$ cat config.mk
export PLATFORM = sky130hd
export DESIGN_NAME = hazard_scoreboard_flat
export DESIGN_NICKNAME = d
export VERILOG_FILES = /design/src/rtl/hazard_scoreboard_if.sv /design/src/rtl/hazard_scoreboard.sv /design/src/flat_wrapper.sv
export SDC_FILE = /design/constraint.sdc
export NUM_CORES = 1
export LEC_CHECK = 0
export BUFFER_PORTS_ARGS = -buffer_cell sky130_fd_sc_hd__buf_2
export CORE_UTILIZATION = 40
export CTS_BUF_LIST = sky130_fd_sc_hd__clkbuf_2
export CTS_CLUSTER_DIAMETER = 100
export CTS_CLUSTER_SIZE = 20
export DETAILED_ROUTE_END_ITERATION = 10
export HOLD_SLACK_MARGIN = 0.02
export PLACE_DENSITY = 0.66
export SETUP_SLACK_MARGIN = 0.1
export SYNTH_ARGS = -nofsm -noshare
export SYNTH_HDL_FRONTEND = slang
export SYNTH_SLANG_ARGS = --single-unit
$ cat constraint.sdc
create_clock -name clk -period 6.25 [get_ports clk]
set_clock_uncertainty 0.1 [all_clocks]
set_input_delay 1.25 -clock clk [delete_from_list [all_inputs] [get_ports clk]]
set_output_delay 1.25 -clock clk [all_outputs]
set_load 0.005 [all_outputs]
$ cat src/rtl/hazard_scoreboard_if.sv
// ID-stage hazard/forwarding bundle between the decode stage (master) and the
// hazard scoreboard (slave).
interface hazard_scoreboard_if #(
    parameter int AW    = 5,
    parameter int DEPTH = 2,
    parameter int CNT_W = 16
);
    localparam int SW = $clog2(DEPTH + 1);

    logic          id_valid;
    logic [AW-1:0] id_rn;
    logic [AW-1:0] id_rm;
    logic          id_rn_used;
    logic          id_rm_used;
    logic [AW-1:0] id_rd;
    logic          id_regwrite;
    logic          id_is_load;
    logic          flush;

    logic [SW-1:0]    fwd_a_sel;
    logic [SW-1:0]    fwd_b_sel;
    logic             stall;
    logic [CNT_W-1:0] stall_cnt;

    modport master (
        output id_valid, id_rn, id_rm, id_rn_used, id_rm_used,
               id_rd, id_regwrite, id_is_load, flush,
        input  fwd_a_sel, fwd_b_sel, stall, stall_cnt
    );

    modport slave (
        input  id_valid, id_rn, id_rm, id_rn_used, id_rm_used,
               id_rd, id_regwrite, id_is_load, flush,
        output fwd_a_sel, fwd_b_sel, stall, stall_cnt
    );
endinterface

$ cat src/rtl/hazard_scoreboard.sv
// Depth-generic forwarding/load-use controller beside ID: tracks in-flight
// destination registers in a shift register, one slot per downstream stage.
module hazard_scoreboard #(
    parameter int AW         = 5,
    parameter int DEPTH      = 2,
    parameter int LOAD_AVAIL = 2,
    parameter int ZERO_REG   = 31,
    parameter int CNT_W      = 16
) (
    input logic                clk,
    input logic                reset,
    hazard_scoreboard_if.slave bus
);
    localparam int          SW = $clog2(DEPTH + 1);
    localparam int unsigned LA = LOAD_AVAIL;
    localparam int unsigned DU = DEPTH;

    logic          r_v  [1:DEPTH];
    logic [AW-1:0] r_rd [1:DEPTH];
    logic          r_rw [1:DEPTH];
    logic          r_ld [1:DEPTH];
    logic [CNT_W-1:0] r_cnt;

    logic [SW-1:0] w_a_sel;
    logic [SW-1:0] w_b_sel;
    logic          w_a_haz;
    logic          w_b_haz;
    logic          w_stall;
    logic          w_issue;

    // Scan oldest to youngest so the youngest matching producer overwrites.
    always_comb begin
        w_a_sel = '0;
        w_b_sel = '0;
        w_a_haz = 1'b0;
        w_b_haz = 1'b0;
        for (int unsigned k = DU; k >= 1; k--) begin
            if (bus.id_rn_used && r_v[k] && r_rw[k] && (r_rd[k] == bus.id_rn) &&
                (bus.id_rn != AW'(ZERO_REG))) begin
                w_a_sel = SW'(k);
                w_a_haz = r_ld[k] && (k < LA);
            end
            if (bus.id_rm_used && r_v[k] && r_rw[k] && (r_rd[k] == bus.id_rm) &&
                (bus.id_rm != AW'(ZERO_REG))) begin
                w_b_sel = SW'(k);
                w_b_haz = r_ld[k] && (k < LA);
            end
        end
    end

    assign w_stall = bus.id_valid && !bus.flush && (w_a_haz || w_b_haz);
    assign w_issue = bus.id_valid && !bus.flush && !w_stall;

    always_ff @(posedge clk or negedge reset) begin
        if (!reset) begin
            for (int unsigned k = 1; k <= DU; k++) begin
                r_v[k]  <= 1'b0;
                r_rd[k] <= '0;
                r_rw[k] <= 1'b0;
                r_ld[k] <= 1'b0;
            end
            r_cnt <= '0;
        end else begin
            for (int unsigned k = 2; k <= DU; k++) begin
                r_v[k]  <= r_v[k-1];
                r_rd[k] <= r_rd[k-1];
                r_rw[k] <= r_rw[k-1];
                r_ld[k] <= r_ld[k-1];
            end
            r_v[1]  <= w_issue;
            r_rd[1] <= w_issue ? bus.id_rd : '0;
            r_rw[1] <= w_issue && bus.id_regwrite;
            r_ld[1] <= w_issue && bus.id_is_load;
            if (w_stall && (r_cnt != '1)) begin
                r_cnt <= r_cnt + 1'b1;
            end
        end
    end

    assign bus.fwd_a_sel = w_a_sel;
    assign bus.fwd_b_sel = w_b_sel;
    assign bus.stall     = w_stall;
    assign bus.stall_cnt = r_cnt;
endmodule
$ cat src/flat_wrapper.sv
// flat-port wrapper written by rule: the top's interface ports become plain ports
module hazard_scoreboard_flat 
#(
    parameter int AW         = 5,
    parameter int DEPTH      = 2,
    parameter int LOAD_AVAIL = 2,
    parameter int ZERO_REG   = 31,
    parameter int CNT_W      = 16
)
  (clk, reset, bus_id_valid, bus_id_rn, bus_id_rm, bus_id_rn_used, bus_id_rm_used, bus_id_rd, bus_id_regwrite, bus_id_is_load, bus_flush, bus_fwd_a_sel, bus_fwd_b_sel, bus_stall, bus_stall_cnt);
  hazard_scoreboard_if #(.AW(AW), .DEPTH(DEPTH), .CNT_W(CNT_W)) bus_i ();
  input logic clk;
  input logic reset;
  input wire logic [$bits(bus_i.id_valid)-1:0] bus_id_valid;
  input wire logic [$bits(bus_i.id_rn)-1:0] bus_id_rn;
  input wire logic [$bits(bus_i.id_rm)-1:0] bus_id_rm;
  input wire logic [$bits(bus_i.id_rn_used)-1:0] bus_id_rn_used;
  input wire logic [$bits(bus_i.id_rm_used)-1:0] bus_id_rm_used;
  input wire logic [$bits(bus_i.id_rd)-1:0] bus_id_rd;
  input wire logic [$bits(bus_i.id_regwrite)-1:0] bus_id_regwrite;
  input wire logic [$bits(bus_i.id_is_load)-1:0] bus_id_is_load;
  input wire logic [$bits(bus_i.flush)-1:0] bus_flush;
  output wire logic [$bits(bus_i.fwd_a_sel)-1:0] bus_fwd_a_sel;
  output wire logic [$bits(bus_i.fwd_b_sel)-1:0] bus_fwd_b_sel;
  output wire logic [$bits(bus_i.stall)-1:0] bus_stall;
  output wire logic [$bits(bus_i.stall_cnt)-1:0] bus_stall_cnt;
  assign bus_i.id_valid = bus_id_valid;
  assign bus_i.id_rn = bus_id_rn;
  assign bus_i.id_rm = bus_id_rm;
  assign bus_i.id_rn_used = bus_id_rn_used;
  assign bus_i.id_rm_used = bus_id_rm_used;
  assign bus_i.id_rd = bus_id_rd;
  assign bus_i.id_regwrite = bus_id_regwrite;
  assign bus_i.id_is_load = bus_id_is_load;
  assign bus_i.flush = bus_flush;
  assign bus_fwd_a_sel = bus_i.fwd_a_sel;
  assign bus_fwd_b_sel = bus_i.fwd_b_sel;
  assign bus_stall = bus_i.stall;
  assign bus_stall_cnt = bus_i.stall_cnt;
  hazard_scoreboard #(.AW(AW), .DEPTH(DEPTH), .LOAD_AVAIL(LOAD_AVAIL), .ZERO_REG(ZERO_REG), .CNT_W(CNT_W)) u_core (.clk(clk), .reset(reset), .bus(bus_i));
endmodule
Yosys cells after proc, flatten, opt, wreduce, memory -nomap -nowiden
Index checks and enable logic that the tools add are counted.

storage, ports and cells
  output and inout bits = 21
  input port bits = 23
  register bits = 31
  word-level logic and storage cells = 48

operators by class
  equality and inequality tests = 7
  muxes and demuxes = 7
  add/sub/neg operators = 1
  reduce and logical (&&, ||, !) cells = 25

operators with widths
  operator               count
  $logic_and 1x1->1      22
  $eq 5x5->1             4
  $add 16x1->16 const B  1
  $ne 16x16->1 const B   1
  $ne 5x5->1 const B     2
  $mux 2                 4
  $mux 5                 1
  $logic_not 1->1        2
  $mux 1                 2
  $logic_or 1x1->1       1

Logic depth before layout (Yosys ltp)
Gate-level depths: netlist of the first run.

  depth after elaboration = 10
  gate-level depth with buffers = 8
  gate-level depth less buffers = 6

Worst setup path after synthesis of the first run
Ideal clock, no wire load.

  kind = input to output
  from = in bus_id_rn[2]
  to = out bus_stall
  path buffers = 1
  stages on the path = 6
  required time = 4,900 ps
  arrival time = 2,275 ps
  setup slack = 2,625 ps
  cell sequence = xnor2_1 -> nand4_1 -> nor4_4 -> o21bai_2 -> buf_6 -> inv_1

on the way
  cells in the longest elaborated chain, start to end = 6
  elaborated cells on any way between the ends = 7
  those cells by class = eq/ne (2); mux (1); reduce/logical (4)

RTL lines
  what                 RTL line                 RTL
  start: declaration   flat_wrapper.sv:15       input wire logic [$bits(bus_i.id_rn)-1:0] bus_id_rn;
  $eq 5x5->1           hazard_scoreboard.sv:38  if (bus.id_rn_used && r_v[k] && r_rw[k] && (r_rd[k] == bus.id_rn) &&
  $logic_and 1x1->1    hazard_scoreboard.sv:38
  $logic_and 1x1->1 *  hazard_scoreboard.sv:38
  $mux 1 *             hazard_scoreboard.sv:38
  $logic_or 1x1->1 *   hazard_scoreboard.sv:51  assign w_stall = bus.id_valid && !bus.flush && (w_a_haz || w_b_haz);
  $logic_and 1x1->1 *  hazard_scoreboard.sv:51
  end: declaration     flat_wrapper.sv:25       output wire logic [$bits(bus_i.stall)-1:0] bus_stall;

Every way passes the cells marked *; elsewhere a longest branch is shown, timed or not.

Worst setup path after layout of the first run
  from = in bus_id_rm[4]
  to = out bus_stall

on the way
  cells in the longest elaborated chain, start to end = 6
  elaborated cells on any way between the ends = 7
  those cells by class = eq/ne (2); mux (1); reduce/logical (4)

RTL lines
  what                 RTL line                 RTL
  start: declaration   flat_wrapper.sv:16       input wire logic [$bits(bus_i.id_rm)-1:0] bus_id_rm;
  $eq 5x5->1           hazard_scoreboard.sv:43  if (bus.id_rm_used && r_v[k] && r_rw[k] && (r_rd[k] == bus.id_rm) &&
  $logic_and 1x1->1    hazard_scoreboard.sv:43
  $logic_and 1x1->1 *  hazard_scoreboard.sv:43
  $mux 1 *             hazard_scoreboard.sv:43
  $logic_or 1x1->1 *   hazard_scoreboard.sv:51
  $logic_and 1x1->1 *  hazard_scoreboard.sv:51

Marks and branches as above.

==> results of run 1 <==
critical path, cell delays in order:
cell	delay, ns
sky130_fd_sc_hd__buf_2	0.11
sky130_fd_sc_hd__xor2_1	0.18
sky130_fd_sc_hd__nor4_1	0.08
sky130_fd_sc_hd__and4_1	0.26
sky130_fd_sc_hd__o21bai_2	0.57
sky130_fd_sc_hd__inv_1	0.08
sky130_fd_sc_hd__buf_2	0.15
layout make-up:
class | count | share of cell area (%)
sequential | 31 | 41.0
multi-input combinational | 105 | 40.9
timing repair buffer | 43 | 11.4
tap | 48 | 3.17
clock inverter | 3 | 2.05
clock buffer | 5 | 1.32
inverter | 1 | 0.198
registers in the layout, indices dropped and copies added (netlist names):
name	flops
u_core.r_rw	2
u_core.bus.stall_cnt	16
u_core.r_rd	10
u_core.r_ld	1
u_core.r_v	2
cell usage in the layout, fill, tap and decap left out, types with 3 or more instances in the layout:
master,netlist,routed
sky130_fd_sc_hd__buf_2,0,43
sky130_fd_sc_hd__dfrtp_1,31,31
sky130_fd_sc_hd__xor2_1,25,25
sky130_fd_sc_hd__and3_1,10,10
sky130_fd_sc_hd__nand2_1,8,8
sky130_fd_sc_hd__xnor2_1,7,7
sky130_fd_sc_hd__nand4_1,7,7
sky130_fd_sc_hd__nor2_1,7,7
sky130_fd_sc_hd__nand3_1,6,6
sky130_fd_sc_hd__nor4_1,6,6
sky130_fd_sc_hd__clkbuf_2,1,5
sky130_fd_sc_hd__o21ai_0,4,4
sky130_fd_sc_hd__nor4_2,4,4
sky130_fd_sc_hd__nor3_1,3,3
sky130_fd_sc_hd__mux2_2,3,3
sky130_fd_sc_hd__nor3b_1,3,3
where the power goes:
part           leakage (nW)  internal, mW  switching (mW)
Combinational         0.553        0.0125          0.0145
Sequential            0.424         0.205         0.00358
Clock                0.0404        0.0658          0.0686
through the flow:
stage               total power, mW  util, %
finish                        0.370     50.9
global route                  0.387     50.9
CTS                           0.374     50.9
detailed placement            0.239     49.2
global placement              0.238     49.2
floorplan                     0.223        -
layer usage:
layer  wire [µm]  part of all wire, %
met1        1490                   45
met2        1620                   49
met5           0                    0
met3         132                  4.0
met4          70                  2.1
cell families after synthesis:
kind of cell             Yosys count
AO/OA/AOI/OAI                      6
XOR/XNOR                          33
adder cells (fa/ha/maj)            1
AND/OR/NAND/NOR                   62
buffers and inverters              3
multiplexers                       3
flip-flops                        31
worst min path at each step:
stage / to / slack, ns / cells after the start
global route: u_core.r_v[0]$_DFF_PN0_ / 0.29 / 0
CTS: u_core.r_v[0]$_DFF_PN0_ / 0.27 / 0
floorplan: u_core.r_rw[0]$_DFF_PN0_ / 0.25 / 0
detailed placement: u_core.r_v[0]$_DFF_PN0_ / 0.26 / 0
finish: u_core.r_v[0]$_DFF_PN0_ / 0.28 / 0
global placement: u_core.r_v[0]$_DFF_PN0_ / 0.26 / 0
==> insert_results.sql, run 1 <==
INSERT INTO impl_metrics (metric_group, metric, value, unit) VALUES
('outcome', 'status', 'finished clean', ''),
('synthesis', 'synth-edff-count', '0', ''),
('critical_path', 'rr_startpoint', 'u_core.r_rd[7]$_DFF_PN0_', ''),
('die', 'fp.dieArea', '4180', 'µm²'),
('critical_path', 'arrival', '2.69', 'ns'),
('synthesis', 'yosysWarningCount', '0', ''),
('timing', 'setup_viol_count_final', '0', ''),
('synthesis', 'yosys-mux-area-fraction', '2.15', '%'),
('synthesis', 'yosys.area.top_type', 'sky130_fd_sc_hd__dfrtp_1', ''),
('clock_tree', 'cts-hold-fix-buffers', '0', ''),
('route', 'route.final.wire_length', '3320', 'µm'),
('critical_path', 'critical_path_peak_fanout', '15', ''),
('route', 'post_drt_wl_per_cell', '14.1', 'µm'),
('route', 'drcViolationCount', '0', ''),
('layout', 'antenna_cells_inserted', '0', ''),
('timing', 'final.period_utilization', '64.7', '%'),
('grt', 'grt_use_met2', '30.4', '%'),
('synthesis', 'syn_area', '1570', 'µm²'),
('critical_path', 'worstRegToRegCells', '6', ''),
('die', 'chipWidth', '64.7', 'µm'),
('clock_tree', 'ctsLongestPathBuffers', '2', ''),
('layout', 'finalNonFillerCells', '236', ''),
('run', 'maximum_capacitance_violations', '0', ''),
('critical_path', 'cp-startpoint', 'bus_id_rm[4]', ''),
('grt', 'globalRoute.busiestLayer', 'met2', ''),
('layout', 'syn2layout_area_growth', '20.6', '%'),
('timing', 'timing.slew.headroom', '53.9', '%'),
('power_and_ir_drop', 'ratio_of_total_power_to_cell_area', '195', 'nW/µm²'),
('synthesis', 'syn-mean-instance-area', '11.3', 'µm²'),
('place', 'gpl.final_weighted_congestion', '0.874', ''),
('clock_tree', 'cts_inserted_buffers', '5', ''),
('route', 'router_iterations_before_antenna_repair', '4', ''),
('layout', 'area_occupied_by_multi_input_gates', '774', 'µm²'),
('critical_path', 'r2r_end', 'u_core.bus.stall_cnt[12]$_DFFE_PN0P_', ''),
('place', 'place_inst', '228', ''),
('timing', 'totalNegativeSetupSlack', '0', 'ns'),
('timing', 'fmax', '247', 'MHz'),
('place', 'total_placed_instance_area', '1830', 'µm²'),
('timing', 'final.hold.worst_slack', '0.276', 'ns'),
('die', 'rows', '22', ''),
('route', 'num_vias', '1233', ''),
('clock_tree', 'clk_transition_reported_paths', '0.17', 'ns'),
('synthesis', 'yosys.area_share.simple', '25.2', '%'),
('grt', 'grt_pass1_wl', '5970', 'µm'),
('synthesis', 'synth_top_family_by_area', 'simple AND/OR/NAND/NOR gates', ''),
('synthesis', 'fraction_of_the_mapped_netlist_area_in_compound_gates', '2.31', '%'),
('place', 'detailedPlacementHpwl', '2550', 'µm'),
('synthesis', 'synth_largest_type_area_fraction', '49.4', '%'),
('worst_hold_path', 'holdCritPathClass', 'flip-flop to flip-flop', ''),
('die', 'design.core.area', '3720', 'µm²'),
('route', 'first_iter_violations', '54', ''),
('synthesis', 'synth_top_flop_cell', 'sky130_fd_sc_hd__dfrtp_1', ''),
('worst_hold_path', 'hold_path.startpoint', 'u_core.r_v[1]$_DFF_PN0_', ''),
('grt', 'grt_pass1_vias', '1309', ''),
('timing', 'slew_viol_final', '0', ''),
('grt', 'overflow_left_after_global_routing', '0', ''),
('route', 'route.detailed.vias_per_inst', '5.22', ''),
('timing', 'worst_pin_slew', '0.690', 'ns'),
('critical_path', 'crit_required', '4.90', 'ns'),
('synthesis', 'synth_cells', '139', ''),
('synthesis', 'synth_common_cells', 'sky130_fd_sc_hd__dfrtp_1, sky130_fd_sc_hd__xor2_1, sky130_fd_sc_hd__and3_1', ''),
('grt', 'maximum_number_of_pins_on_one_net_before_global_route_repair', '32', ''),
('synthesis', 'yosys.area_share.xor_xnor', '18.9', '%'),
('clock_tree', 'clock_sinks', '31', ''),
('clock_tree', 'worst_skew_pair.late_latency', '0.37', 'ns'),
('critical_path', 'setup.worst_path.end', 'bus_stall', ''),
('layout', 'layout-drive-gt1-share', '33.0', '%'),
('synthesis', 'yosys_register_bits', '31', ''),
('power_and_ir_drop', 'peakVddDrop', '0.107', 'mV'),
('die', 'io_pins', '44', ''),
('layout', 'nFillCells', '352', '');
Note: power is estimated with default switching activity, not from simulation.
==> inputs of run 2 (changes only) <==
--- a/config.mk
+++ b/config.mk
@@ -5,6 +5,7 @@
 export SDC_FILE = /design/constraint.sdc
 export NUM_CORES = 1
 export LEC_CHECK = 0
+export ABC_AREA = 1
 export BUFFER_PORTS_ARGS = -buffer_cell sky130_fd_sc_hd__buf_2
 export CORE_UTILIZATION = 40
 export CTS_BUF_LIST = sky130_fd_sc_hd__clkbuf_2
==> constraint.sdc (replaced) <==
create_clock -name clk -period 3.55 [get_ports clk]
set_clock_uncertainty 0.1 [all_clocks]
set_input_delay 0.71 -clock clk [delete_from_list [all_inputs] [get_ports clk]]
set_output_delay 0.71 -clock clk [all_outputs]
set_load 0.005 [all_outputs]
==> run 2 against run 1 <==
- via count is 37% higher
- largest power group unchanged
- total power is 68% higher
- flip-flop and latch count stayed put
==> insert_results.sql, run 2 <==
INSERT INTO impl_metrics (metric_group, metric, value, unit) VALUES
('critical_path', 'arrival', '1.98', 'ns'),
('route', 'router_iterations_before_antenna_repair', '5', ''),
('timing', 'report.final.hold_viol_count', '0', ''),
('clock_tree', 'cts-hold-fix-buffers', '0', ''),
('synthesis', 'synth_top_flop_cell', 'sky130_fd_sc_hd__dfrtp_1', ''),
('clock_tree', 'clk_root_buffer_cell', 'sky130_fd_sc_hd__clkbuf_2', ''),
('power_and_ir_drop', 'p_comb_share', '10.5', '%'),
('synthesis', 'fraction_of_the_mapped_netlist_area_in_compound_gates', '1.54', '%'),
('critical_path', 'crit_required', '2.74', 'ns'),
('grt', 'grt_pass1_vias', '1582', ''),
('route', 'route.final.wire_length', '3880', 'µm'),
('critical_path', 'worst_setup_path_start_kind', 'flip-flop', ''),
('synthesis', 'yosys-mux-area-fraction', '0', '%'),
('route', 'wirelength_met1', '1910', 'µm'),
('synthesis', 'share_of_async_settable_or_async_resettable_flops_after_synthesis', '100', '%'),
('layout', 'design_area', '2260', 'µm²'),
('timing', 'worst_pin_slew', '0.671', 'ns'),
('synthesis', 'synth.most_common_cell', 'sky130_fd_sc_hd__nand2_1', ''),
('timing', 'totalNegativeSetupSlack', '0', 'ns'),
('route', 'route.detailed.vias_per_inst', '4.69', ''),
('synthesis', 'syn-mean-instance-area', '7.58', 'µm²'),
('route', 'post_drt_wl_per_cell', '10.8', 'µm'),
('synthesis', 'yosys_register_bits', '31', ''),
('power_and_ir_drop', 'switchingPower', '0.181', 'mW'),
('synthesis', 'syn_area', '1950', 'µm²'),
('die', 'die_outline_height', '71.8', 'µm'),
('timing', 'slew_viol_final', '0', ''),
('grt', 'grt_use_total', '17.5', '%'),
('outcome', 'status', 'finished clean', ''),
('power_and_ir_drop', 'peakVddDrop', '0.117', 'mV'),
('layout', 'mostFrequentLayoutCells', 'sky130_fd_sc_hd__nand2_1, sky130_fd_sc_hd__buf_2, sky130_fd_sc_hd__inv_1', ''),
('route', 'num_vias', '1685', ''),
('route', 'top_signal_layer_used', 'met4', ''),
('synthesis', 'synth_top_family_by_area', 'simple AND/OR/NAND/NOR gates', ''),
('layout', 'syn2layout_area_growth', '15.9', '%'),
('synthesis', 'yosys.area.top_type', 'sky130_fd_sc_hd__dfrtp_1', ''),
('timing', 'timing.slew.headroom', '55.2', '%'),
('clock_tree', 'ctsLongestPathBuffers', '2', ''),
('timing', 'final.hold.worst_slack', '0.231', 'ns'),
('grt', 'grt_pass1_wl', '7060', 'µm'),
('synthesis', 'synth-edff-count', '0', ''),
('synthesis', 'synth_seq_area_share', '39.8', '%'),
('power_and_ir_drop', 'p_int', '0.439', 'mW'),
('critical_path', 'end_kind', 'output pin', ''),
('power_and_ir_drop', 'share_clk_of_total_power', '30.0', '%'),
('clock_tree', 'cts_setup_buffers', '0', ''),
('die', 'chipWidth', '71.8', 'µm'),
('synthesis', 'adder_and_majority_cell_fraction_of_the_synthesized_area', '0.643', '%'),
('die', 'fp.dieArea', '5150', 'µm²'),
('layout', 'layout.cells.most_common', 'sky130_fd_sc_hd__nand2_1', ''),
('synthesis', 'synth_common_cells', 'sky130_fd_sc_hd__nand2_1, sky130_fd_sc_hd__inv_1, sky130_fd_sc_hd__dfrtp_1', ''),
('power_and_ir_drop', 'power.switching_fraction', '29.2', '%'),
('synthesis', 'yosys.area_share.xor_xnor', '9.90', '%'),
('layout', 'number_of_nets_in_the_finished_design', '328', ''),
('run', 'maximum_capacitance_violations', '0', ''),
('layout', 'antenna_cells_inserted', '0', ''),
('place', 'place_inst', '351', ''),
('grt', 'maximum_number_of_pins_on_one_net_before_global_route_repair', '32', ''),
('grt', 'initial_antenna_violation_count', '0', ''),
('layout', 'finalNonFillerCells', '359', ''),
('critical_path', 'rr_startpoint', 'u_core.r_rd[8]$_DFF_PN0_', ''),
('route', 'drcViolationCount', '0', ''),
('worst_hold_path', 'holdCritPathClass', 'primary input to async pin', ''),
('route', 'first_iter_violations', '106', ''),
('timing', 'final.period_utilization', '78.6', '%'),
('power_and_ir_drop', 'ratio_of_total_power_to_cell_area', '275', 'nW/µm²'),
('power_and_ir_drop', 'total_leakage_power', '1.19', 'nW'),
('synthesis', 'synth_cells', '257', ''),
('timing', 'setup_viol_count_final', '0', ''),
('critical_path', 'critical_path_class', 'flip-flop to output pin', ''),
('synthesis', 'yosys.area_share.simple', '38.8', '%'),
('route', 'antenna_left', '0', ''),
('clock_tree', 'cts_tree', 'built', ''),
('layout', 'layout-drive-gt1-share', '23.6', '%'),
('critical_path', 'worstRegToRegCells', '11', ''),
('die', 'initial_utilization', '41.5', '%'),
('synthesis', 'synth_cell_types', '28', ''),
('clock_tree', 'clock_sinks', '31', ''),
('timing', 'fmax', '358', 'MHz'),
('clock_tree', 'worst_skew_pair.late_latency', '0.38', 'ns'),
('power_and_ir_drop', 'share_seq_of_total_power', '59.5', '%'),
('route', 'routed-wl-met3', '156', 'µm'),
('place', 'gpl.final_weighted_congestion', '0.846', ''),
('timing', 'unrepaired_setup_endpoints_after_global_routing', 'no', ''),
('synthesis', 'net_count_synth', '281', ''),
('clock_tree', 'clk_transition_reported_paths', '0.18', 'ns'),
('die', 'design.core.area', '4690', 'µm²'),
('critical_path', 'r2r_end', 'u_core.bus.stall_cnt[8]$_DFFE_PN0P_', ''),
('clock_tree', 'cts_resized', '0', ''),
('clock_tree', 'cts_inserted_buffers', '5', ''),
('grt', 'overflow_left_after_global_routing', '0', ''),
('route', 'wl_met2', '1740', 'µm'),
('synthesis', 'synth_largest_type_area_fraction', '39.8', '%'),
('place', 'detailedPlacementHpwl', '3110', 'µm'),
('synthesis', 'post_synth_main_area_contributors', 'sky130_fd_sc_hd__dfrtp_1, sky130_fd_sc_hd__nand2_1, sky130_fd_sc_hd__inv_1', ''),
('die', 'rows', '25', ''),
('die', 'io_pins', '44', ''),
('critical_path', 'ff2ff_setup_slack', '1.62', 'ns'),
('synthesis', 'yosysWarningCount', '0', ''),
('critical_path', 'critical_path_peak_fanout', '11', ''),
('place', 'io_buffers', '43', ''),
('place', 'total_placed_instance_area', '2210', 'µm²'),
('clock_tree', 'htree_levels', '2', ''),
('layout', 'largest_reg_flops', '16', ''),
('timing', 'fin_crit', '2.79', 'ns');
run 2: worst max path at each step:
stage	from	slack [ns]	to	depth (start not counted)
after floorplan	bus_id_rm[3]	1.34	bus_fwd_b_sel[1]	6
after global placement	bus_id_rm_used	0.78	bus_stall	10
after detailed placement	bus_id_rm[1]	0.77	bus_stall	9
after CTS	u_core.r_rd[6]$_DFF_PN0_	0.71	bus_stall	8
after global routing	u_core.r_rd[6]$_DFF_PN0_	0.51	bus_stall	8
final	u_core.r_rd[8]$_DFF_PN0_	0.76	bus_stall	10
run 2: cell families (layout without fill, tap and decap cells):
family / after synthesis / in the layout
and+or+nand+nor: 153 / 153
AOI/OAI and AO/OA: 5 / 5
DFF: 31 / 31
buffers and inverters: 45 / 93
xor gates and xnor gates: 22 / 22
adders and majority gates: 1 / 1
run 2: metal layers:
metal  vias up  global-route usage (%)
met5         -                       0
met4         0                    6.10
met3         5                    4.36
met2        37                    27.0
met1       749                    23.9
li1        894                       -
run 2: layout make-up:
cell class | count | area [µm²]
Timing Repair Buffer | 43 | 215
Clock buffer | 5 | 25.0
Fill cell | 467 | 2440
Multi-Input combinational cell | 181 | 990
Tap cell | 54 | 67.6
Inverter | 42 | 158
Sequential cell | 31 | 776
Clock inverter | 3 | 25.0
run 2: power by group through the flow:
stage	sequential, mW	combinational [mW]	clock [mW]
finish	0.368	0.0652	0.186
global route	0.370	0.0748	0.216
CTS	0.369	0.0667	0.194
detailed placement	0.375	0.0666	0
global placement	0.375	0.0657	0
floorplan	0.371	0.0404	0
run 2: critical path, stage by stage (launching register included):
cell and delay (ns):
sky130_fd_sc_hd__dfrtp_1 0.48, sky130_fd_sc_hd__inv_1 0.08, sky130_fd_sc_hd__nand2_1 0.05, sky130_fd_sc_hd__nand2_1 0.07, sky130_fd_sc_hd__nand2_1 0.05, sky130_fd_sc_hd__nor2_1 0.09
sky130_fd_sc_hd__nand2_1 0.07, sky130_fd_sc_hd__nand2_2 0.26, sky130_fd_sc_hd__nand3_2 0.14, sky130_fd_sc_hd__inv_2 0.17, sky130_fd_sc_hd__buf_2 0.14
run 2: metrics by stage:
stage / total power [mW] / worst slack [ns] / util (%)
6_report: 0.619 / 0.759 / 48.1
5_1_grt: 0.661 / 0.505 / 48.1
4_1_cts: 0.630 / 0.713 / 48.1
3_5_place_dp: 0.442 / 0.772 / 47.0
3_3_place_gp: 0.441 / 0.776 / 47.0
2_1_floorplan: 0.412 / 1.34 / -
